### src/rtl/clk_en_gen.sv
// -----------------------------------------------------------------------------
// clk_en_gen -- multi-channel fractional clock-enable generator
//
// Each channel is a phase accumulator. On every accumulator carry it emits a
// one-cycle tick strobe and toggles a square wave, so the tick rate is
// f_clk*inc/2^ACC_W and the square wave runs at half of that. Increments are
// retuned glitch-free through a per-channel shadow register. The shadow is
// only copied into the active increment on a tick edge or when the channel
// starts. A run/stop handshake stops a channel only when its square wave is
// low.
//
// Optional feature macro: CLK_EN_GEN_STATS_EN
//   defined   : tick_cnt_o carries a 32-bit tick counter per channel
//   undefined : tick_cnt_o is tied to zero and no counter logic exists
//
// Ports
//   clk_i       system clock
//   rst_i       synchronous active-high reset
//   cfg_we_i    write cfg_inc_i into the shadow increment of channel cfg_ch_i
//   cfg_ch_i    channel select for cfg_we_i (values >= NUM_CH are ignored)
//   cfg_inc_i   new increment value
//   run_req_i   per-channel level request to run
//   running_o   1 while the channel is in RUN or DRAIN
//   tick_o      one-cycle strobe on accumulator carry
//   sq_o        square wave, toggles on every tick
//   tick_cnt_o  per-channel tick counters, channel 0 in [31:0]
// -----------------------------------------------------------------------------
module clk_en_gen #(
   parameter int                NUM_CH      = 4,
   parameter int                ACC_W       = 24,
   parameter logic [ACC_W-1:0]  DEFAULT_INC = 24'h15798F,
   parameter int                CH_W        = (NUM_CH > 1) ? $clog2(NUM_CH) : 1
) (
   input  logic                 clk_i,
   input  logic                 rst_i,
   input  logic                 cfg_we_i,
   input  logic [CH_W-1:0]      cfg_ch_i,
   input  logic [ACC_W-1:0]     cfg_inc_i,
   input  logic [NUM_CH-1:0]    run_req_i,
   output logic [NUM_CH-1:0]    running_o,
   output logic [NUM_CH-1:0]    tick_o,
   output logic [NUM_CH-1:0]    sq_o,
   output logic [NUM_CH*32-1:0] tick_cnt_o
);

   typedef enum logic [1:0] {
      ST_STOP  = 2'd0,
      ST_START = 2'd1,
      ST_RUN   = 2'd2,
      ST_DRAIN = 2'd3
   } state_e;

   for (genvar g = 0; g < NUM_CH; g++) begin : g_ch
      state_e           state_q, state_d;
      logic [ACC_W-1:0] acc_q, acc_d;
      logic [ACC_W-1:0] act_q, act_d;
      logic [ACC_W-1:0] shd_q, shd_d;
      logic             run_q, run_d;
      logic             tick_q, tick_d;
      logic             sq_q, sq_d;
      logic [ACC_W:0]   sum;
      logic             carry;
      logic             wr_hit;

      // One extra bit so the carry out of the wrapping add is never lost.
      assign sum    = {1'b0, acc_q} + {1'b0, act_q};
      assign carry  = sum[ACC_W];
      // Out-of-range channel numbers match no g and are dropped here.
      assign wr_hit = cfg_we_i && (cfg_ch_i == CH_W'(g));

      always_comb begin
         state_d = state_q;
         acc_d   = acc_q;
         act_d   = act_q;
         run_d   = run_q;
         tick_d  = 1'b0;
         sq_d    = sq_q;
         shd_d   = wr_hit ? cfg_inc_i : shd_q;

         case (state_q)
            ST_STOP: begin
               acc_d = '0;
               run_d = 1'b0;
               sq_d  = 1'b0;
               if (run_req_i[g]) begin
                  state_d = ST_START;
               end
            end
            ST_START: begin
               acc_d   = '0;
               act_d   = shd_q;
               run_d   = 1'b1;
               state_d = ST_RUN;
            end
            ST_RUN, ST_DRAIN: begin
               acc_d  = sum[ACC_W-1:0];
               tick_d = carry;
               run_d  = 1'b1;
               // shd_q (not shd_d) so a write landing on a tick edge only
               // takes effect at the following tick.
               if (carry) begin
                  sq_d  = ~sq_q;
                  act_d = shd_q;
               end
               if (run_req_i[g]) begin
                  state_d = ST_RUN;
               end else if (state_q == ST_RUN) begin
                  state_d = ST_DRAIN;
               end else if (act_q == '0) begin
                  // A zero rate would never produce the falling tick.
                  state_d = ST_STOP;
                  sq_d    = 1'b0;
               end else if (carry && sq_q) begin
                  state_d = ST_STOP;
               end
            end
            default: begin
               state_d = ST_STOP;
            end
         endcase
      end

      always_ff @(posedge clk_i) begin
         if (rst_i) begin
            state_q <= ST_STOP;
            acc_q   <= '0;
            act_q   <= DEFAULT_INC;
            shd_q   <= DEFAULT_INC;
            run_q   <= 1'b0;
            tick_q  <= 1'b0;
            sq_q    <= 1'b0;
         end else begin
            state_q <= state_d;
            acc_q   <= acc_d;
            act_q   <= act_d;
            shd_q   <= shd_d;
            run_q   <= run_d;
            tick_q  <= tick_d;
            sq_q    <= sq_d;
         end
      end

      assign running_o[g] = run_q;
      assign tick_o[g]    = tick_q;
      assign sq_o[g]      = sq_q;

`ifdef CLK_EN_GEN_STATS_EN
      logic [31:0] cnt_q, cnt_d;

      // tick_d is only ever set in RUN/DRAIN, so the count holds in STOP.
      always_comb begin
         cnt_d = cnt_q;
         if (state_q == ST_START) begin
            cnt_d = '0;
         end else if (tick_d) begin
            cnt_d = cnt_q + 32'd1;
         end
      end

      always_ff @(posedge clk_i) begin
         if (rst_i) begin
            cnt_q <= '0;
         end else begin
            cnt_q <= cnt_d;
         end
      end

      assign tick_cnt_o[g*32 +: 32] = cnt_q;
`else
      assign tick_cnt_o[g*32 +: 32] = '0;
`endif
   end : g_ch

endmodule : clk_en_gen

### config.mk
export PLATFORM = sky130hd
export DESIGN_NAME = clk_en_gen
export DESIGN_NICKNAME = d
export VERILOG_FILES = /design/src/rtl/clk_en_gen.sv
export SDC_FILE = /design/constraint.sdc
export NUM_CORES = 1
export LEC_CHECK = 0
export BUFFER_PORTS_ARGS = -buffer_cell sky130_fd_sc_hd__buf_2
export CAP_MARGIN = 20
export CORE_AREA = 2 2 175 177
export CTS_BUF_LIST = sky130_fd_sc_hd__clkbuf_8
export CTS_CLUSTER_SIZE = 8
export DETAILED_ROUTE_END_ITERATION = 16
export DIE_AREA = 0 0 177 179
export PLACE_DENSITY = 0.81
export SYNTH_ARGS = -nofsm -noshare
export SYNTH_HDL_FRONTEND = slang
export SYNTH_SLANG_ARGS = --single-unit
export TNS_END_PERCENT = 10
### constraint.sdc
create_clock -name clk_i -period 5.3 [get_ports clk_i]
set_clock_uncertainty 0.15 [all_clocks]
set_input_delay 1.325 -clock clk_i [delete_from_list [all_inputs] [get_ports clk_i]]
set_output_delay 1.325 -clock clk_i [all_outputs]
set_load 0.1 [all_outputs]
==> flow_metrics.env, run 1 <==
export IMPL_outcome="complete, no violations"
export IMPL_routed_wirelength_um=36600
export IMPL_drv_cap=0
export IMPL_r2r_start="g_ch[2].act_q[0]"
export IMPL_yosys_warnings=0
export IMPL_vias_per_cell=5.52
export IMPL_dp_hpwl_um=25800
export IMPL_synth_top_cell_area_share_pct=38.0
export IMPL_cts_hold_buf=0
export IMPL_endpoint_kind="flip-flop"
export IMPL_rows=64
export IMPL_slew_viol_final=0
export IMPL_dp_cells=2302
export IMPL_numCtsBuffers=50
export IMPL_cp_startpoint="g_ch[2].act_q[0]"
export IMPL_io_pins=173
export IMPL_cts_tree="yes"
export IMPL_grt_max_degree=199
export IMPL_design_area_sq_um=17100
export IMPL_clock_fmax_mhz=303
export IMPL_drc=0
export IMPL_relSlewSlack_pct=27.8
export IMPL_grt_pass1_wl_um=59700
export IMPL_fillers=2701
export IMPL_post_synth_top_area_cell="dfxtp_1"
export IMPL_drtIter0Drc=1144
export IMPL_synth_seq_cells=308
export IMPL_fp_dieW_um=177
export IMPL_area_delta_synth_final_pct=5.29
export IMPL_period_share_pct=62.3
export IMPL_grt_ovfl_total=0
export IMPL_p_per_area_nw_per_um2=335
export IMPL_root_buffer="clkbuf_8"
export IMPL_hp_class="reg2reg"
export IMPL_fin_setup_tns_ns=0
export IMPL_route_detailed_wl_per_inst_um=15.3
export IMPL_first_pass_iters=5
export IMPL_gp_congestion=0.888
export IMPL_tightestPinTransition_ns=1.08
export IMPL_postSynthAreaPerCell_sq_um=8.25
export IMPL_start_kind="flip-flop"
export IMPL_path_class="reg2reg"
export IMPL_port_buffer_count=44
export IMPL_path_max_fanout=37
export IMPL_die_area_sq_um=31700
export IMPL_grt_pass1_vias=12100
export IMPL_clk_latency_ns=0.59
export IMPL_final_cells=2390
export IMPL_layout_drive_gt1_share_pct=7.08
export IMPL_cts_resized=0
export IMPL_core_sq_um=30000
export IMPL_rsz0062_at_grt="false"
export IMPL_grt_usage_pct=22.9
export IMPL_ant_nets=0
export IMPL_netlist_area_sq_um=16200
export IMPL_period_minus_slack_ns=3.30
export IMPL_ys_seq_area_share_pct=38.0
export IMPL_vias=13200
export IMPL_finalNetCount=2097
export IMPL_hp_start="g_ch[3].shd_q[15]"
export IMPL_synth_top_flop_cell="dfxtp_1"
export IMPL_chipHeight_um=179
export IMPL_postCtsSetupBuffers=0
export IMPL_synth_area_top_cells="dfxtp_1 38%, ha_1 7.7%, buf_4 6.8%"
export IMPL_synth_cells=1967
export IMPL_clkTransAtPathRegs_ns=0.06
export IMPL_async_reset_ff_share_pct=0
export IMPL_initial_core_util_pct=54.1
export IMPL_synth_edff_count=0
export IMPL_p_leak_uw=0.00742
export IMPL_finalHoldViolations=0
export IMPL_htreeDepth=2
export IMPL_place_area_sq_um=16000
export IMPL_setup_viol=0
export IMPL_worst_ep_arrival_time_ns=3.58
export IMPL_clock_path_buffers=3
export IMPL_ir_drop_v=0.000208
export IMPL_required_ns=5.58
export IMPL_antenna_found_initial=2
export IMPL_clock_sinks=308
export IMPL_yosysUniqueCellTypes=66
worst paths after layout:
check	slack, ns	to	cells after the start
max	2.00	g_ch[2].act_q[23]	9
min	0.30	g_ch[3].shd_q[15]	2
max reg2reg	2.00	g_ch[2].act_q[23]	9
min reg2reg	0.30	g_ch[3].shd_q[15]	2
state kept, by name, summed over array words and instances (netlist names):
| register | count |
|---|---|
| g_ch.shd_q | 96 |
| g_ch.state_q | 8 |
| g_ch.acc_q | 96 |
| g_ch.tick_q | 4 |
| g_ch.sq_q | 4 |
| g_ch.act_q | 96 |
| g_ch.run_q | 4 |
critical path, cell delays in order (launching register included):
cell and delay, ns:
dfxtp_1 0.32, ha_1 0.23, fa_1 0.43, a211oi_1 0.28, o211ai_1 0.19, nand3_1 0.13, a21oi_1 0.15, a31oi_4 0.91
mux2i_1 0.29, nor2_1 0.07
metrics by stage:
stage                     util, %  power (uW)  worst slack, ns  hold WS [ns]
after floorplan                 -        3600             2.61         0.286
after global placement       53.4        3660             2.07         0.293
after detailed placement     53.4        3680             2.02         0.296
after CTS                    56.7        5750             2.00         0.304
after global routing         56.9        5980             1.76         0.317
final                        56.9        5730             2.00         0.301
synth_stat cells (3+ instances only):
cell type and count:
o21ai_0 50, a211oi_1 17, o31ai_1 3, ha_1 100, nand2b_1 13, nor4_1 26, a31oi_1 18, a21boi_0 3
nor2b_1 8, dfxtp_1 308, buf_4 146, buf_2 10, xnor2_1 36, nand3b_1 56, nand2_1 265, a21oi_1 185
nor3_1 69, or3_1 6, a2111oi_0 3, buf_6 7, a311oi_1 5, o21ai_1 11, or2_2 5, a41oi_1 3
o2111ai_1 3, o21a_1 18, a31o_2 3, and4_1 3, and2_1 9, nand4_1 15, fa_1 4, nor2_1 243
o211ai_1 14, nand3_1 22, o31a_1 4, inv_1 32, and3_1 10, mux2i_1 48, o21bai_1 11, a21o_1 27
xor2_1 39, clkbuf_1 73, a211o_1 6
layer usage:
layer / vias up / wire, um / GRT usage, %
met2: 376 / 17400 / 38.9
li1: 6569 / - / -
met4: 2 / 823 / 7.09
met5: - / 11 / 0
met1: 6172 / 16300 / 29.3
met3: 80 / 2080 / 4.26
layout make-up:
class	count	area, sq um	area share (%)
Antenna cell	2	5.00	0.0293
Clock buffer	62	853	4.99
Clock inverter	22	149	0.871
Inverter	32	120	0.703
Multi-Input combinational cell	1518	8990	52.6
Sequential cell	308	6170	36.1
Tap cell	396	495	2.90
Timing Repair Buffer	50	317	1.85
power by group:
part           switching [uW]  leakage, uW  internal (uW)
logic                     882      0.00433            300
registers                66.2      0.00251           2410
clock network             928     0.000579           1140
total                    1880      0.00742           3860
cells in the final DEF, fill, tap and decap left out, drive strengths merged, types with 10 or more instances in the layout:
cell,synthesis,final
a211oi,19,19
a21o,28,28
a21oi,185,185
a31oi,18,18
and3,10,10
buf,163,50
clkbuf,73,62
conb,1,128
dfxtp,308,308
ha,100,100
inv,32,51
mux2i,48,48
nand2,266,266
nand2b,13,13
nand3,22,22
nand3b,56,56
nand4,15,15
nor2,243,243
nor3,69,69
nor4,26,26
o211ai,14,14
o21a,18,18
o21ai,61,61
o21bai,11,11
xnor2,36,36
xor2,39,39
kinds of logic (layout without fill, tap and decap cells):
| logic type | Yosys count | after routing | synth area share [%] |
|---|---|---|---|
| buf+inv | 268 | 166 | 9.97 |
| simple gates | 757 | 757 | 21.2 |
| compound gates | 406 | 406 | 15.6 |
| xor+xnor | 75 | 75 | 4.05 |
| fa+ha+maj | 104 | 104 | 8.20 |
| flops | 308 | 308 | 38.0 |
| mux | 48 | 48 | 2.96 |
| other cells | 1 | 130 | 0.0231 |
Note: power is estimated with default switching activity, not from simulation.
==> run 2, diff against run 1 <==
--- a/config.mk
+++ b/config.mk
@@ -5,14 +5,15 @@
 export SDC_FILE = /design/constraint.sdc
 export NUM_CORES = 1
 export LEC_CHECK = 0
+export ABC_AREA = 1
 export BUFFER_PORTS_ARGS = -buffer_cell sky130_fd_sc_hd__buf_2
 export CAP_MARGIN = 20
-export CORE_AREA = 2 2 175 177
+export CORE_AREA = 2 2 182 184
 export CTS_BUF_LIST = sky130_fd_sc_hd__clkbuf_8
 export CTS_CLUSTER_SIZE = 8
 export DETAILED_ROUTE_END_ITERATION = 16
-export DIE_AREA = 0 0 177 179
-export PLACE_DENSITY = 0.81
+export DIE_AREA = 0 0 184 186
+export PLACE_DENSITY = 0.8
 export SYNTH_ARGS = -nofsm -noshare
 export SYNTH_HDL_FRONTEND = slang
 export SYNTH_SLANG_ARGS = --single-unit
==> constraint.sdc (replaced) <==
create_clock -name clk_i -period 3.1 [get_ports clk_i]
set_clock_uncertainty 0.15 [all_clocks]
set_input_delay 0.775 -clock clk_i [delete_from_list [all_inputs] [get_ports clk_i]]
set_output_delay 0.775 -clock clk_i [all_outputs]
set_load 0.1 [all_outputs]
==> run 2 against run 1 <==
  * Clock-buffer cell count rose by 5
  * Combinational power rose by 110%
  * Die area rose by 8.0%
  * Flip-flop and latch count did not move
  * Non-clock buffer count rose by 14
  * Critical endpoint is now g_ch[0].sq_q
  * Sequential power rose by 78%
  * Highest routed layer is now met4
  * Largest power group unchanged
  * Setup slack got worse by 1.5 ns
  * Core utilization rose by 0.52 points
  * Clock power rose by 74%
  * Cell area rose by 8.2%
==> flow_metrics.env, run 2 <==
export IMPL_required_ns=3.47
export IMPL_clkTransAtPathRegs_ns=0.06
export IMPL_worst_ep_arrival_time_ns=3.01
export IMPL_crit_path_top_delay_cell="fa_1"
export IMPL_async_reset_ff_share_pct=0
export IMPL_chipHeight_um=186
export IMPL_ys_seq_area_share_pct=35.3
export IMPL_dp_cells=2953
export IMPL_postSynthAreaPerCell_sq_um=6.80
export IMPL_outcome="complete, no violations"
export IMPL_vias=16300
export IMPL_hp_start="g_ch[3].shd_q[22]"
export IMPL_slew_viol_final=0
export IMPL_clock_sinks=308
export IMPL_p_leak_uw=0.00930
export IMPL_htreeDepth=2
export IMPL_cts_resized=0
export IMPL_root_buffer="clkbuf_8"
export IMPL_use_met1_pct=33.4
export IMPL_grt_pass1_vias=14800
export IMPL_fin_setup_tns_ns=0
export IMPL_cts_hold_buf=0
export IMPL_final_cells=3049
export IMPL_place_area_sq_um=17400
export IMPL_path_max_fanout=5
export IMPL_postCtsSetupBuffers=0
export IMPL_clock_fmax_mhz=380
export IMPL_cpMostUsedCell="nand2_1"
export IMPL_synth_seq_cells=308
export IMPL_p_per_area_nw_per_um2=564
export IMPL_synth_most_common_cell="nand2_1"
export IMPL_route_detailed_wl_per_inst_um=14.3
export IMPL_synth_edff_count=0
export IMPL_layout_drive_gt1_share_pct=7.31
export IMPL_ir_drop_v=0.000385
export IMPL_fp_dieW_um=184
export IMPL_clk_latency_ns=0.59
export IMPL_met3_usage_pct=4.19
export IMPL_ant_nets=0
export IMPL_initial_core_util_pct=54.2
export IMPL_core_sq_um=32200
export IMPL_clkPwrFrac_pct=34.5
export IMPL_numCtsBuffers=53
export IMPL_met2_usage_pct=42.2
export IMPL_drc=0
export IMPL_r2r_start="g_ch[0].act_q[0]"
export IMPL_synth_common_cells="607 x nand2_1, 330 x nor2_1, 308 x dfxtp_1"
export IMPL_finalHoldViolations=0
export IMPL_io_pins=173
export IMPL_relSlewSlack_pct=37.4
export IMPL_path_class="reg2reg"
export IMPL_layout_common_cells="607 x nand2_1, 330 x nor2_1, 308 x dfxtp_1"
export IMPL_yosys_warnings=0
export IMPL_netlist_area_sq_um=17500
export IMPL_clock_path_buffers=3
export IMPL_top_regs="g_ch.acc_q: 96 flops, g_ch.act_q: 96 flops, g_ch.shd_q: 96 flops"
export IMPL_grt_ovfl_total=0
export IMPL_period_share_pct=85.0
export IMPL_hp_class="reg2reg"
export IMPL_period_minus_slack_ns=2.63
export IMPL_area_delta_synth_final_pct=5.99
export IMPL_start_kind="flip-flop"
export IMPL_drtIter0Drc=1413
export IMPL_synth_area_top_cells="dfxtp_1 35%, nand2_1 13%, nand3_1 7.7%"
export IMPL_first_pass_iters=6
export IMPL_gp_congestion=0.945
export IMPL_synth_top_cell_area_share_pct=35.3
export IMPL_dp_hpwl_um=32800
export IMPL_diodes=0
export IMPL_slowest_delay_ns=0.43
export IMPL_rows=66
export IMPL_hold_depth=2
export IMPL_seq_power_share_pct=42.3
export IMPL_antenna_found_initial=0
export IMPL_rr_worst_depth=13
export IMPL_grt_max_degree=49
export IMPL_sw_frac_of_total_pct=35.5
export IMPL_synth_top_flop_cell="dfxtp_1"
export IMPL_routed_wirelength_um=43700
export IMPL_p_sw_uw=3700
export IMPL_cts_tree="yes"
export IMPL_fillers=3049
export IMPL_min_to="g_ch[3].shd_q[22]"
export IMPL_vias_per_cell=5.34
export IMPL_drv_cap=0
export IMPL_crit_chain="ha_1 > fa_1 > nand2_1 > nand2_1 > nand3_1 > nand2_2 > nand2_1 > nand3_2 > ha_1 > nor2_1 > nor3_1 > o21ai_0 > inv_1"
export IMPL_die_area_sq_um=34200
export IMPL_grt_usage_pct=25.4
export IMPL_comb_power_share_pct=23.2
export IMPL_setup_viol=0
export IMPL_yosysUniqueCellTypes=43
export IMPL_internal_power_uw=6730
export IMPL_tightestPinTransition_ns=0.937
export IMPL_port_buffer_count=44
export IMPL_busiest_layer="met2"
export IMPL_post_synth_top_area_cell="dfxtp_1"
export IMPL_synth_cells=2565
export IMPL_design_area_sq_um=18500
export IMPL_finalNetCount=2737
export IMPL_mostFrequentLayoutCell="nand2_1"
export IMPL_rsz0062_at_grt="false"
export IMPL_rr_endpoint="g_ch[0].sq_q"
export IMPL_timing_reg2reg_setup_slack_ns=0.47
export IMPL_grt_pass1_wl_um=71100
export IMPL_endpoint_kind="flip-flop"
run 2: cell count changes in the layout (fill, tap and decap cells not counted), moves of 83 or more:
| cell | previous run | this run |
|---|---|---|
| nor2_1 | 243 | 330 |
| nand2_1 | 265 | 607 |
| nand3_1 | 22 | 269 |
| o21ai_0 | 50 | 133 |
| inv_1 | 49 | 248 |
run 2: worst max-delay path by stage:
stage / cells past startpoint / slack, ns / from / end
3_5_place_dp: 13 / 0.50 / g_ch[0].act_q[0] / g_ch[0].sq_q
3_3_place_gp: 12 / 0.67 / g_ch[3].act_q[0] / g_ch[3].act_q[3]
5_1_grt: 13 / 0.34 / g_ch[0].act_q[0] / g_ch[0].sq_q
6_report: 13 / 0.47 / g_ch[0].act_q[0] / g_ch[0].sq_q
2_1_floorplan: 13 / 0.87 / g_ch[3].act_q[0] / g_ch[3].sq_q
4_1_cts: 13 / 0.48 / g_ch[0].act_q[0] / g_ch[0].sq_q
run 2: cells by family (layout without fill, tap and decap cells):
group,after synthesis,in the layout,synth area share (%)
adder cells (fa/ha/maj),104,104,7.63
buffers and inverters,444,393,13.0
other,1,128,0.0215
AO/OA/AOI/OAI,384,384,11.7
flip-flops,308,308,35.3
AND/OR/NAND/NOR,1324,1324,32.3
run 2: layout make-up:
| type | instances | area, sq um | area share [%] |
|---|---|---|---|
| Sequential cell | 308 | 6170 | 33.3 |
| Multi-Input combinational cell | 1940 | 9500 | 51.3 |
| Clock inverter | 29 | 129 | 0.697 |
| Clock buffer | 67 | 922 | 4.98 |
| Timing Repair Buffer | 64 | 395 | 2.14 |
| Tap cell | 408 | 510 | 2.76 |
| Inverter | 233 | 877 | 4.74 |
run 2: critical path, delay by kind of cell (launching register included):
kind | cells | cell delay (ns)
AOI/OAI and AO/OA | 1 | 0.14
adders and majority gates | 3 | 0.97
buffers and inverters | 1 | 0.06
DFF | 1 | 0.33
and+or+nand+nor | 8 | 0.91
run 2: per-stage QoR:
| stage | total power [uW] | setup slack (ns) | utilization [%] | hold slack (ns) |
|---|---|---|---|---|
| 6_report | 10400 | 0.465 | 57.4 | 0.302 |
| 3_5_place_dp | 6880 | 0.499 | 54.2 | 0.293 |
| 5_1_grt | 11000 | 0.337 | 57.4 | 0.321 |
| 2_1_floorplan | 6570 | 0.872 | - | 0.279 |
| 4_1_cts | 10500 | 0.480 | 57.4 | 0.306 |
| 3_3_place_gp | 6820 | 0.673 | 54.2 | 0.289 |
run 2: layer usage:
metal / routed length, um / part of all wire (%)
met1: 18900 / 43
met2: 20100 / 46
met3: 3290 / 7.5
met4: 1310 / 3.0
met5: 0 / 0
run 2: power groups by stage:
stage	clock network (uW)	logic (uW)	registers, uW
2_1_floorplan	0	2160	4410
3_3_place_gp	0	2340	4490
3_5_place_dp	0	2380	4490
4_1_cts	3670	2400	4410
5_1_grt	3860	2690	4430
6_report	3600	2420	4410
